## config.mk

```make
export PLATFORM = sky130hd
export DESIGN_NAME = ps2_keyboard
export DESIGN_NICKNAME = d
export VERILOG_FILES = /design/src/rtl/ps2_kbd_pkg.sv /design/src/rtl/ps2_rx.sv /design/src/rtl/ps2_keyboard.sv
export SDC_FILE = /design/constraint.sdc
export NUM_CORES = 1
export LEC_CHECK = 0
export ABC_CLOCK_PERIOD_IN_PS = 3400
export CORE_ASPECT_RATIO = 0.5
export CORE_MARGIN = 3
export CORE_UTILIZATION = 57
export DETAILED_ROUTE_END_ITERATION = 8
export PLACE_DENSITY = 0.87
export SETUP_SLACK_MARGIN = 0.1
export SYNTH_ARGS = -nofsm -noshare
export SYNTH_HDL_FRONTEND = slang
export SYNTH_SLANG_ARGS = --single-unit
```

## constraint.sdc

```tcl
create_clock -name clk -period 3.4 [get_ports clk]
set_input_delay 0.34 -clock clk [delete_from_list [all_inputs] [get_ports clk]]
set_output_delay 0.34 -clock clk [all_outputs]
set_load 0.02 [all_outputs]
```

## src/rtl/ps2_kbd_pkg.sv

```systemverilog
// Shared constants for the Apple-1 PS/2 keyboard: scancode set 2 values,
// Apple-1 ASCII codes, receiver state encoding and small helpers.
package ps2_kbd_pkg;

  localparam logic [7:0] SC_EXT    = 8'hE0;
  localparam logic [7:0] SC_BRK    = 8'hF0;
  localparam logic [7:0] SC_LSHIFT = 8'h12;
  localparam logic [7:0] SC_RSHIFT = 8'h59;
  localparam logic [7:0] SC_CTRL   = 8'h14;
  localparam logic [7:0] SC_F1     = 8'h05;
  localparam logic [7:0] SC_ENTER  = 8'h5A;
  localparam logic [7:0] SC_BKSP   = 8'h66;
  localparam logic [7:0] SC_ESC    = 8'h76;
  localparam logic [7:0] SC_SPACE  = 8'h29;

  localparam logic [7:0] ASCII_CR     = 8'h8D;
  localparam logic [7:0] ASCII_RUBOUT = 8'hDF;
  localparam logic [7:0] ASCII_ESC    = 8'h9B;
  localparam logic [7:0] ASCII_SPACE  = 8'hA0;

  localparam logic [1:0] ST_IDLE   = 2'd0;
  localparam logic [1:0] ST_DATA   = 2'd1;
  localparam logic [1:0] ST_PARITY = 2'd2;
  localparam logic [1:0] ST_STOP   = 2'd3;

  typedef struct packed {
    logic       hit;
    logic [7:0] ch;
  } xlate_t;

  // PS/2 uses odd parity over the eight data bits plus the parity bit.
  function automatic logic odd_parity_ok(input logic [7:0] data, input logic par);
    return ^{data, par};
  endfunction

endpackage

```

## src/rtl/ps2_rx.sv

```systemverilog
// PS/2 frame receiver: line synchronizers, run-length glitch filters,
// start/data/parity/stop FSM and an inactivity timeout for torn frames.
module ps2_rx
  import ps2_kbd_pkg::*;
#(
  parameter int FILTER_LEN     = 8,
  parameter int TIMEOUT_CYCLES = 14000
) (
  input  logic       clk,
  input  logic       rst,
  input  logic       ps2_clk,
  input  logic       ps2_data,
  output logic [7:0] rx_byte,
  output logic       rx_valid,
  output logic       frame_err
);

  localparam int FCW = $clog2(FILTER_LEN + 1);
  localparam int TCW = $clog2(TIMEOUT_CYCLES + 1);

  logic [1:0]     clk_sync_r;
  logic [1:0]     data_sync_r;
  logic           clk_filt_r;
  logic           data_filt_r;
  logic           clk_filt_d_r;
  logic [FCW-1:0] clk_cnt_r;
  logic [FCW-1:0] data_cnt_r;
  logic [1:0]     state_r;
  logic [2:0]     bit_cnt_r;
  logic [7:0]     shift_r;
  logic           parity_r;
  logic [TCW-1:0] tmo_r;
  logic           fall_s;

  assign fall_s = clk_filt_d_r & ~clk_filt_r;

  // Two-flop synchronizers; idle PS/2 lines float high.
  always_ff @(posedge clk or posedge rst) begin
    if (rst) begin
      clk_sync_r  <= 2'b11;
      data_sync_r <= 2'b11;
    end else begin
      clk_sync_r  <= {clk_sync_r[0], ps2_clk};
      data_sync_r <= {data_sync_r[0], ps2_data};
    end
  end

  // Run filters: a line only changes after FILTER_LEN consecutive differing samples.
  always_ff @(posedge clk or posedge rst) begin
    if (rst) begin
      clk_filt_r   <= 1'b1;
      data_filt_r  <= 1'b1;
      clk_filt_d_r <= 1'b1;
      clk_cnt_r    <= '0;
      data_cnt_r   <= '0;
    end else begin
      clk_filt_d_r <= clk_filt_r;
      if (clk_sync_r[1] == clk_filt_r) begin
        clk_cnt_r <= '0;
      end else if (clk_cnt_r == FCW'(FILTER_LEN - 1)) begin
        clk_filt_r <= clk_sync_r[1];
        clk_cnt_r  <= '0;
      end else begin
        clk_cnt_r <= clk_cnt_r + FCW'(1);
      end
      if (data_sync_r[1] == data_filt_r) begin
        data_cnt_r <= '0;
      end else if (data_cnt_r == FCW'(FILTER_LEN - 1)) begin
        data_filt_r <= data_sync_r[1];
        data_cnt_r  <= '0;
      end else begin
        data_cnt_r <= data_cnt_r + FCW'(1);
      end
    end
  end

  // Frame FSM, advanced on each filtered clock falling edge, with timeout recovery.
  always_ff @(posedge clk or posedge rst) begin
    if (rst) begin
      state_r   <= ST_IDLE;
      bit_cnt_r <= 3'd0;
      shift_r   <= 8'h00;
      parity_r  <= 1'b0;
      tmo_r     <= '0;
      rx_byte   <= 8'h00;
      rx_valid  <= 1'b0;
      frame_err <= 1'b0;
    end else begin
      rx_valid  <= 1'b0;
      frame_err <= 1'b0;
      if (fall_s) begin
        tmo_r <= '0;
        case (state_r)
          ST_IDLE: begin
            if (!data_filt_r) begin
              state_r   <= ST_DATA;
              bit_cnt_r <= 3'd0;
            end
          end
          ST_DATA: begin
            shift_r   <= {data_filt_r, shift_r[7:1]};
            bit_cnt_r <= bit_cnt_r + 3'd1;
            if (bit_cnt_r == 3'd7) begin
              state_r <= ST_PARITY;
            end
          end
          ST_PARITY: begin
            parity_r <= data_filt_r;
            state_r  <= ST_STOP;
          end
          ST_STOP: begin
            state_r <= ST_IDLE;
            if (data_filt_r && odd_parity_ok(shift_r, parity_r)) begin
              rx_byte  <= shift_r;
              rx_valid <= 1'b1;
            end else begin
              frame_err <= 1'b1;
            end
          end
          default: state_r <= ST_IDLE;
        endcase
      end else if (state_r != ST_IDLE) begin
        // A stalled partial frame is dropped silently so the next frame starts clean.
        if (tmo_r == TCW'(TIMEOUT_CYCLES - 1)) begin
          state_r <= ST_IDLE;
          tmo_r   <= '0;
        end else begin
          tmo_r <= tmo_r + TCW'(1);
        end
      end else begin
        tmo_r <= '0;
      end
    end
  end

endmodule

```

## src/rtl/ps2_keyboard.sv

```systemverilog
// Apple-1 keyboard: PS/2 scancode decode and translation into a single-entry
// key register read through a PIA-style KBD/KBDCR pair; F1 drives clr_screen.
module ps2_keyboard
  import ps2_kbd_pkg::*;
#(
  parameter int FILTER_LEN     = 8,
  parameter int TIMEOUT_CYCLES = 14000
) (
  input  logic       clk,
  input  logic       rst,
  input  logic       enable,
  input  logic       ps2_clk,
  input  logic       ps2_data,
  input  logic       address,
  input  logic       r_en,
  output logic [7:0] dout,
  output logic       clr_screen,
  output logic       frame_err
);

  logic [7:0] rx_byte_s;
  logic       rx_valid_s;
  logic       ext_pend_r;
  logic       brk_pend_r;
  logic       shift_r;
  logic       ctrl_r;
  logic       clr_screen_r;
  logic [7:0] key_data_r;
  logic       key_ready_r;
  logic       read_seen_r;
  xlate_t     xl_s;
  logic       key_load_s;
  logic       rd_clr_s;

  ps2_rx #(
    .FILTER_LEN     (FILTER_LEN),
    .TIMEOUT_CYCLES (TIMEOUT_CYCLES)
  ) u_rx (
    .clk       (clk),
    .rst       (rst),
    .ps2_clk   (ps2_clk),
    .ps2_data  (ps2_data),
    .rx_byte   (rx_byte_s),
    .rx_valid  (rx_valid_s),
    .frame_err (frame_err)
  );

  // Scancode set 2 to Apple-1 ASCII; letters are uppercase only, Ctrl folds letters.
  function automatic xlate_t xlate(input logic [7:0] sc, input logic sh, input logic ct);
    xlate_t res;
    res.hit = 1'b1;
    res.ch  = 8'h00;
    case (sc)
      8'h1C: res.ch = 8'hC1;  8'h32: res.ch = 8'hC2;  8'h21: res.ch = 8'hC3;
      8'h23: res.ch = 8'hC4;  8'h24: res.ch = 8'hC5;  8'h2B: res.ch = 8'hC6;
      8'h34: res.ch = 8'hC7;  8'h33: res.ch = 8'hC8;  8'h43: res.ch = 8'hC9;
      8'h3B: res.ch = 8'hCA;  8'h42: res.ch = 8'hCB;  8'h4B: res.ch = 8'hCC;
      8'h3A: res.ch = 8'hCD;  8'h31: res.ch = 8'hCE;  8'h44: res.ch = 8'hCF;
      8'h4D: res.ch = 8'hD0;  8'h15: res.ch = 8'hD1;  8'h2D: res.ch = 8'hD2;
      8'h1B: res.ch = 8'hD3;  8'h2C: res.ch = 8'hD4;  8'h3C: res.ch = 8'hD5;
      8'h2A: res.ch = 8'hD6;  8'h1D: res.ch = 8'hD7;  8'h22: res.ch = 8'hD8;
      8'h35: res.ch = 8'hD9;  8'h1A: res.ch = 8'hDA;
      8'h16: res.ch = sh ? 8'hA1 : 8'hB1;
      8'h1E: res.ch = sh ? 8'hC0 : 8'hB2;
      8'h26: res.ch = sh ? 8'hA3 : 8'hB3;
      8'h25: res.ch = sh ? 8'hA4 : 8'hB4;
      8'h2E: res.ch = sh ? 8'hA5 : 8'hB5;
      8'h36: res.ch = sh ? 8'hDE : 8'hB6;
      8'h3D: res.ch = sh ? 8'hA6 : 8'hB7;
      8'h3E: res.ch = sh ? 8'hAA : 8'hB8;
      8'h46: res.ch = sh ? 8'hA8 : 8'hB9;
      8'h45: res.ch = sh ? 8'hA9 : 8'hB0;
      SC_ENTER: res.ch = ASCII_CR;
      SC_BKSP:  res.ch = ASCII_RUBOUT;
      SC_ESC:   res.ch = ASCII_ESC;
      SC_SPACE: res.ch = ASCII_SPACE;
      default:  res.hit = 1'b0;
    endcase
    // Letters occupy C1..DA exactly, so the range test identifies them.
    if (ct && (res.ch >= 8'hC1) && (res.ch <= 8'hDA)) begin
      res.ch = res.ch & 8'h9F;
    end
    return res;
  endfunction

  assign xl_s       = xlate(rx_byte_s, shift_r, ctrl_r);
  assign key_load_s = rx_valid_s & ~ext_pend_r & ~brk_pend_r & xl_s.hit;
  assign rd_clr_s   = enable & r_en & ~address & ~read_seen_r;
  assign clr_screen = clr_screen_r;

  // Prefix tracking and modifier/F1 state updates on each received byte.
  always_ff @(posedge clk or posedge rst) begin
    if (rst) begin
      ext_pend_r   <= 1'b0;
      brk_pend_r   <= 1'b0;
      shift_r      <= 1'b0;
      ctrl_r       <= 1'b0;
      clr_screen_r <= 1'b0;
    end else if (rx_valid_s) begin
      if (rx_byte_s == SC_EXT) begin
        ext_pend_r <= 1'b1;
      end else if (rx_byte_s == SC_BRK) begin
        brk_pend_r <= 1'b1;
      end else begin
        ext_pend_r <= 1'b0;
        brk_pend_r <= 1'b0;
        if (rx_byte_s == SC_CTRL) begin
          ctrl_r <= ~brk_pend_r;
        end else if (!ext_pend_r) begin
          if ((rx_byte_s == SC_LSHIFT) || (rx_byte_s == SC_RSHIFT)) begin
            shift_r <= ~brk_pend_r;
          end else if (rx_byte_s == SC_F1) begin
            clr_screen_r <= ~brk_pend_r;
          end
        end
      end
    end
  end

  // Key hold register; a new key beats a read-clear in the same cycle.
  always_ff @(posedge clk or posedge rst) begin
    if (rst) begin
      key_data_r  <= 8'h00;
      key_ready_r <= 1'b0;
      read_seen_r <= 1'b0;
    end else begin
      if (key_load_s) begin
        key_data_r  <= xl_s.ch;
        key_ready_r <= 1'b1;
      end else if (rd_clr_s) begin
        key_ready_r <= 1'b0;
      end
      if (!r_en) begin
        read_seen_r <= 1'b0;
      end else if (rd_clr_s) begin
        read_seen_r <= 1'b1;
      end
    end
  end

  // KBD / KBDCR read mux.
  always_comb begin
    dout = 8'h00;
    if (address) begin
      dout = {key_ready_r, 7'b0000000};
    end else begin
      dout = {1'b1, key_data_r[6:0]};
    end
  end

endmodule

```

==> results of run 1 <==
worst paths after layout:
kind | start | to | slack (ns) | cells after the start
worst max-delay path | u_rx.rx_byte[6] | key_data_r[6] | 0.25 | 8
worst min-delay path | rst | u_rx.shift_r[1] | 0.24 | 2
worst max register to register | u_rx.rx_byte[6] | key_data_r[6] | 0.25 | 8
worst min register to register | u_rx.clk_sync_r[0] | u_rx.clk_sync_r[1] | 0.36 | 0
max in group asynchronous | rst | u_rx.data_filt_r | 2.43 | 3
min in group clk | u_rx.clk_sync_r[0] | u_rx.clk_sync_r[1] | 0.36 | 0
per-stage QoR:
stage / power [W] / instances / hold WS, ns / instance area, sq um
2_1_floorplan: 0.00110 / 444 / 0.344 / 4060
3_5_place_dp: 0.00117 / 543 / 0.350 / 4350
4_1_cts: 0.00217 / 559 / 0.243 / 4670
6_report: 0.00216 / 559 / 0.242 / 4680
3_3_place_gp: 0.00115 / 543 / 0.346 / 4350
5_1_grt: 0.00225 / 559 / 0.272 / 4680
logic make-up (layout without fill, tap and decap cells):
kind of cell / Yosys count / after routing
flip-flops: 67 / 67
buffers and inverters: 39 / 62
AO/OA/AOI/OAI: 84 / 84
AND/OR/NAND/NOR: 198 / 198
XOR/XNOR: 25 / 25
adder cells (fa/ha/maj): 9 / 9
multiplexers: 22 / 22
synth_stat cells (3+ instances only):
cell type	instances	share of area (%)
dfrtp_1	60	37
nand2_1	41	3.8
nor2_1	38	3.5
nand3_1	29	3.6
nor2b_1	18	2.8
o21ai_0	18	2.2
mux2_2	17	4.7
a21oi_1	16	2.0
xnor2_1	16	3.4
nand2b_1	13	2.0
clkbuf_1	12	1.1
inv_1	11	1.0
nand4_1	11	1.7
nor3_1	11	1.4
buf_2	10	1.2
ha_1	9	2.8
xor2_1	9	1.9
a31oi_1	7	1.1
dfstp_2	7	4.5
and3_1	6	0.92
nor4_1	6	0.92
or3_1	6	0.92
mux2_1	4	1.1
a211oi_1	3	0.55
a22o_1	3	0.65
a22oi_1	3	0.55
buf_4	3	0.55
nand3b_1	3	0.55
nor4b_2	3	1.1
o21ai_1	3	0.37
o31ai_1	3	0.55
power by group:
group	internal, W	switching (W)	total, W
Combinational	0.0000908	0.000134	0.000225
Clock	0.000646	0.000363	0.00101
Sequential	0.000871	0.0000573	0.000928
routing by layer:
| layer | global-route usage (%) | up-vias | share of wire [%] |
|---|---|---|---|
| met3 | 5.28 | 27 | 7.4 |
| met4 | 10.5 | 0 | 2.8 |
| met5 | 0 | - | 0 |
| met1 | 31.5 | 1675 | 43 |
| met2 | 40.4 | 175 | 47 |
| li1 | - | 1633 | - |
registers in the layout, summed over array words and instances (netlist names), 3 cells and up:
register	flops
u_rx.tmo_r	14
u_rx.rx_byte	8
u_rx.shift_r	8
key_data_r	7
u_rx.clk_cnt_r	4
u_rx.data_cnt_r	4
u_rx.bit_cnt_r	3
cell type report:
type | instances | share of cell area (%)
Clock buffer | 9 | 4.81
Clock inverter | 7 | 2.11
Inverter | 12 | 0.962
Multi-Input combinational cell | 338 | 47.4
Sequential cell | 67 | 36.0
Tap cell | 92 | 2.46
Timing Repair Buffer | 34 | 6.30
==> results.md, run 1 <==
Synth:
- Synthesis produced 444 cells.
- The mux cell area share after synthesis is 6.07%.
- The distinct cell type count after synthesis is 66.
- The average cell area after synthesis is 9.15 sq um.
- The synthesized netlist devotes 14.3% of its cell area to compound gates.
- The most used flip-flop cell after synthesis is dfrtp_1.
- The share of the synthesized netlist area taken by xor and xnor gates is 5.39%.
- The proportion of register bits with asynchronous set or reset after synthesis is 100%.
- The Yosys warning count is 0.
- The synthesized design contains 0 enable-type register cells.
- The dominant combinational cell family by area after synthesis is simple AND/OR/NAND/NOR gates.
- The share of synthesized area occupied by flip-flops and latches is 41.5%.
- The simple logic cell fraction of the synthesized area is 25.9%.
- The mapped netlist covers 4060 sq um.
- The adder-cell share of the synthesized area is 2.77%.
- Synthesis inferred 67 register bits.
- The synthesized netlist net count is 460.

Place:
- The count of buffers added on input and output ports is 16.
- The final RePlAce weighted congestion is 0.962.
- The worst slack at placement is 0.143 ns.
- Detailed placement ended at an HPWL of 6450 microns.

Clock network:
- The quantity of hold-fixing buffers added after cts is 0.
- The clock slew at the register clock pins of the worst setup and hold paths is 0.06 ns.
- The number of H-tree levels is 3.
- The post-CTS resize count is 0.
- In this run, CTS created clock tree buffers numbering 9.
- CTS placed an instance of clkbuf_16 at the clock tree root.
- The count of buffers added by post-CTS timing repair for setup is 0.
- The clock insertion delay at the later pin of the skew report is 0.34 ns.
- No sink is reached through more buffers than the 2 on the longest clock path.
- The TritonCTS clock tree is done.
- The number of clock sinks is 67.

Worst setup path:
- The family of cells with the greatest summed delay on the critical path is compound AO/OA/AOI/OAI gates.
- The biggest cell delay along the critical path is 0.76 ns.
- The worst endpoint data arrival time is 3.40 ns.
- The critical path is of the reg -> reg type.
- The maximum fanout encountered on the critical timing path is 19.
- Traced cell by cell, the critical path runs through and4b_1 > or2_0 > a22o_1 > a21oi_2 > nand4_1 > o41ai_4 > o21ba_1 > a221oi_2.
- The worst setup path is launched from a flop.
- The critical path contains buffers and inverters numbering 0 combined.
- At the worst endpoint, the required time is 3.64 ns.
- The type of destination of the critical path is a flop.
- The library cell contributing the largest single delay on the critical path is o41ai_4.

Routing:
- The routed design has 9500 microns of wire.
- Summing over every cut layer, the via total after detailed routing is 3510.
- The first detailed-routing pass ran for 5 iterations.
- For this block, the initial DRC count from the detailed router was 562.
- After detailed routing, the average wire length per cell comes to 17.0 microns.
- The count of nets left with antenna violations once routing finished came out at 0.
- The average vias per placed instance is 6.28.
- The remaining routing DRC violations is 0.

Status:
- The flow ran to the end, and the final reports show no timing, DRC or antenna violations.

Cells and area:
- The number of nets in the layout is 478.
- The final standard cell utilization of the core is 68.8%.
- The ratio of cells with drive above 1 in the final layout is 14.8%.
- The area of the multi-input gates is 2220 sq um.
- The sequential standard cell area is 1690 sq um.
- The top cell types in the final layout, fill and taps aside, are dfrtp_1 (60), nand2_1 (41), nor2_1 (38).
- The count of filler cells inserted in the layout is 490.
- The layout overhead on the synthesized area is 15.3%.
- The repair_antennas step left the layout with diodes totalling 0.
- The leading cell type in the layout, fill and taps excluded is dfrtp_1.

Timing:
- Setup repair after global routing left no endpoint under its margin.
- The setup slack after layout is 0.247 ns.
- The normalized max-slew margin is 47.7%.
- The worst path uses 92.7% of the clock period.
- The number of max-slew violations in the final report is 0.
- The final worst clock skew is 0.00614 ns.
- The post-layout minimum cycle time is 3.15 ns.
- Based on the critical path, the design can be clocked at up to 317 MHz.
- Setup violations remaining at the end of the flow were counted as 0.
- The setup TNS is 0 ns.
- The transition time of the tightest slew-check pin is 0.782 ns.
- The total count of hold-check failures in the final report is 0.

Die:
- The floorplan step set the die height to 65.7 microns.
- The floorplan die area is 8240 sq um.
- 17 I/O pins were placed.
- The region available for standard cell placement spans 6810 sq um.
- The number of standard-cell rows in the floorplan is 21.
- In this run the horizontal extent of the chip is 125 microns.
- Once the floorplan was initialized, standard cells occupied 59.7% of the core.

Power and ir drop:
- Power spread over the standard cell area amounts to 462 nW/um^2.
- The peak supply drop is 0.517 mV.
- The static leakage is 2.00 nW.

Global routing:
- The first global-routing pass estimated 16100 microns of wire.
- The pin count of the biggest net entering global routing is 34.
- The number of global-route vias before repair was 3307.
- For this run, the total global-route usage over all layers was measured as 24.4%.
- After global routing the overflow that remains totals 0.
- The number of antenna violations at the first check in global routing is 0.

Min path:
- In this run the worst hold path is classified as in -> async.

Job:
- The number of violations of the max-capacitance limit is 0.
Note: power is estimated with default switching activity, not from simulation.
==> inputs of run 2 (changes only) <==
--- a/config.mk
+++ b/config.mk
@@ -12,6 +12,7 @@
 export DETAILED_ROUTE_END_ITERATION = 8
 export PLACE_DENSITY = 0.87
 export SETUP_SLACK_MARGIN = 0.1
+export SLEW_MARGIN = 20
 export SYNTH_ARGS = -nofsm -noshare
 export SYNTH_HDL_FRONTEND = slang
 export SYNTH_SLANG_ARGS = --single-unit
==> results.md, run 2 (same netlist as run 1, synthesis figures left out) <==
Power and ir drop:
- The net load switching power is 0.000555 W.
- The total power density per cell area is 462 nW/um^2.
- The proportion of power drawn by flip-flops and latches is 42.9%.
- The proportion of power drawn by combinational gates is 10.4%.
- The switching part of the total power is 25.7%.
- The part of the power in the clock network is 46.7%.
- The static leakage is 2.00 nW.
- The internal cell power is 0.00161 W.
- The worst-case IR drop observed on VDD is 0.518 mV.

Die:
- The die span in x is 125 microns.
- The die is 65.7 microns tall.
- For this design the top-level I/O count stands at 17.
- The initial cell density of the core is 59.7%.
- The floorplan step defined a die boundary enclosing 8240 sq um.
- After floorplanning, the core was sized to cover 6810 sq um.
- The number of standard-cell rows in the floorplan is 21.

Worst setup path:
- The worst setup path startpoint is u_rx.rx_byte[6].
- Along the worst path, the maximum fanout reaches 19.
- The critical path is of the reg -> reg type.
- The element type at the critical path start is a flop.
- The count of cells along the worst register-to-register path is 8.
- Traced cell by cell, the critical path runs through and4b_1 > or2_0 > a22o_1 > a21oi_2 > nand4_1 > o41ai_4 > o21ba_1 > a221oi_2.
- The critical path data required time is 3.64 ns.
- The worst setup path is captured at a flop.
- The startpoint identified for the worst register-to-register timing path is u_rx.rx_byte[6].
- The endpoint identified for the worst register-to-register timing path is key_data_r[6].
- The register-to-register setup slack is 0.39 ns.
- The library cell contributing the largest single delay on the critical path is dfrtp_1.
- The biggest cell delay along the critical path is 0.73 ns.
- STA puts the critical path data arrival time at 3.25 ns.

Clock network:
- The deepest clock path buffer count is 2.
- The number of H-tree levels is 3.
- The clock reaches the later pin of the worst-skew pair after 0.33 ns.
- The post-CTS resize count is 0.
- Buffers inserted during clock tree synthesis total 9.
- Clock tree synthesis found a total of 67 sinks.
- The count of buffers added by post-CTS timing repair for setup is 0.
- The clock slew at the register clock pins of the worst setup and hold paths is 0.06 ns.
- The root buffer cell is clkbuf_16.
- The TritonCTS clock tree is done.

Cells and area:
- The register with the most flip-flops in the layout has 14 of them.
- The final standard cell utilization of the core is 68.8%.
- The ratio of cells with drive above 1 in the final layout is 14.8%.
- The area growth from synthesis to layout is 15.3%.
- In the final layout, the registers with the most flip-flops are u_rx.tmo_r: 14 flops, u_rx.rx_byte: 8 flops, u_rx.shift_r: 8 flops.
- Leaving out fill and tap cells, the most frequent cells in the layout are dfrtp_1 (60), nand2_1 (41), nor2_1 (38).
- The leading cell type in the layout, fill and taps excluded is dfrtp_1.
- The number of nets in the layout is 478.
- The register name with the most flops is u_rx.tmo_r.
- The number of antenna diodes in the final layout is 0.

Global routing:
- The total routing usage reported by global routing is 24.4%.
- The pin count of the biggest net entering global routing is 34.
- The first global-routing pass estimated 16100 microns of wire.
- The number of global-route vias before repair is 3307.
- For this run the aggregate overflow at the end of global routing stands at 0.
- The number of antenna violations at the first check in global routing is 0.

Routing:
- The final wirelength is 9490 microns.
- The remaining routing DRC violations is 0.
- The number of nets with antenna violations after detailed routing is 0.
- In this run, the number of DRC markers left after iteration 0 of detailed routing was 563.
- The count of TritonRoute iterations in the first routing pass is 7.
- The total number of vias is 3457.
- The average vias per placed instance is 6.18.
- After detailed routing, the average wire length per cell comes to 17.0 microns.

Timing:
- The upper clock frequency limit is 333 MHz.
- The worst pin sits at a relative slew slack of 49.5%.
- The part of the cycle the worst path needs is 88.4%.
- Setup violations remaining at the end of the flow were counted as 0.
- The post-layout minimum cycle time is 3.01 ns.
- The number of max-slew violations in the final report was 0.
- The final worst clock skew is 0.00579 ns.
- The setup TNS is 0 ns.
- For the pin with the worst max-slew slack, the measured transition is 0.754 ns.
- The total count of hold-check failures in the final report is 0.
- Setup repair after global routing left no endpoint under its margin.

Status:
- The flow ran to the end, and the final reports show no timing, DRC or antenna violations.

Min path:
- The class of the most critical hold timing path is in -> async.

Place:
- Summed over all nets, the half-perimeter wirelength after detailed placement is 6450 microns.
- The final RePlAce weighted congestion is 0.962.
- Input and output buffers added on the ports amount to 16.

Job:
- The number of violations of the max-capacitance limit is 0.
==> run 2: how the worst max path moves through the flow <==
stage	cells past startpoint	to
6_report	8	key_data_r[6]
5_1_grt	8	key_data_r[6]
4_1_cts	8	key_data_r[6]
3_5_place_dp	8	key_data_r[6]
3_3_place_gp	8	key_data_r[6]
2_1_floorplan	9	key_data_r[0]
==> run 2: power groups by stage <==
stage | Combinational, W | Clock [W] | Sequential (W)
global route | 0.000260 | 0.00106 | 0.000939
CTS | 0.000228 | 0.00102 | 0.000927
floorplan | 0.000171 | 0 | 0.000925
finish | 0.000225 | 0.00101 | 0.000928
detailed placement | 0.000227 | 0 | 0.000941
global placement | 0.000216 | 0 | 0.000935
==> run 2: critical path, delay by kind of cell, from the launching register on <==
kind             cells  cell delay (ns)
AO/OA/AOI/OAI        5             1.49
AND/OR/NAND/NOR      3             0.70
flip-flops           1             0.73
==> run 2: metal layers <==
metal / vias up / GRT usage (%) / share of wire [%]
met5: - / 0 / 0
met4: 0 / 10.5 / 3.1
met3: 25 / 5.28 / 7.0
met2: 161 / 40.4 / 46
met1: 1642 / 31.5 / 44
li1: 1629 / - / -
==> run 2: cell type report <==
cell class	instances	area [sq um]
clock buffers	9	225
clock inverters	7	98.8
fillers	490	2120
inverters	12	45.0
multi-input cells	338	2220
flip-flops and latches	67	1690
well taps	92	115
repair buffers	34	295
==> run 2: metrics by stage <==
step,instance area [sq um],hold WS [ns],power (W),worst slack [ns],std cells
global placement,4350,0.346,0.00115,0.256,543
detailed placement,4350,0.350,0.00117,0.143,543
global route,4680,0.272,0.00225,0.188,559
finish,4680,0.243,0.00216,0.394,559
floorplan,4060,0.344,0.00110,1.01,444
CTS,4670,0.243,0.00217,0.101,559
==> run 2: timing repair <==
action	CTS	global route
hold buffers	0	0
setup endpoints to repair	0	1
endpoints found under the hold margin	0	0
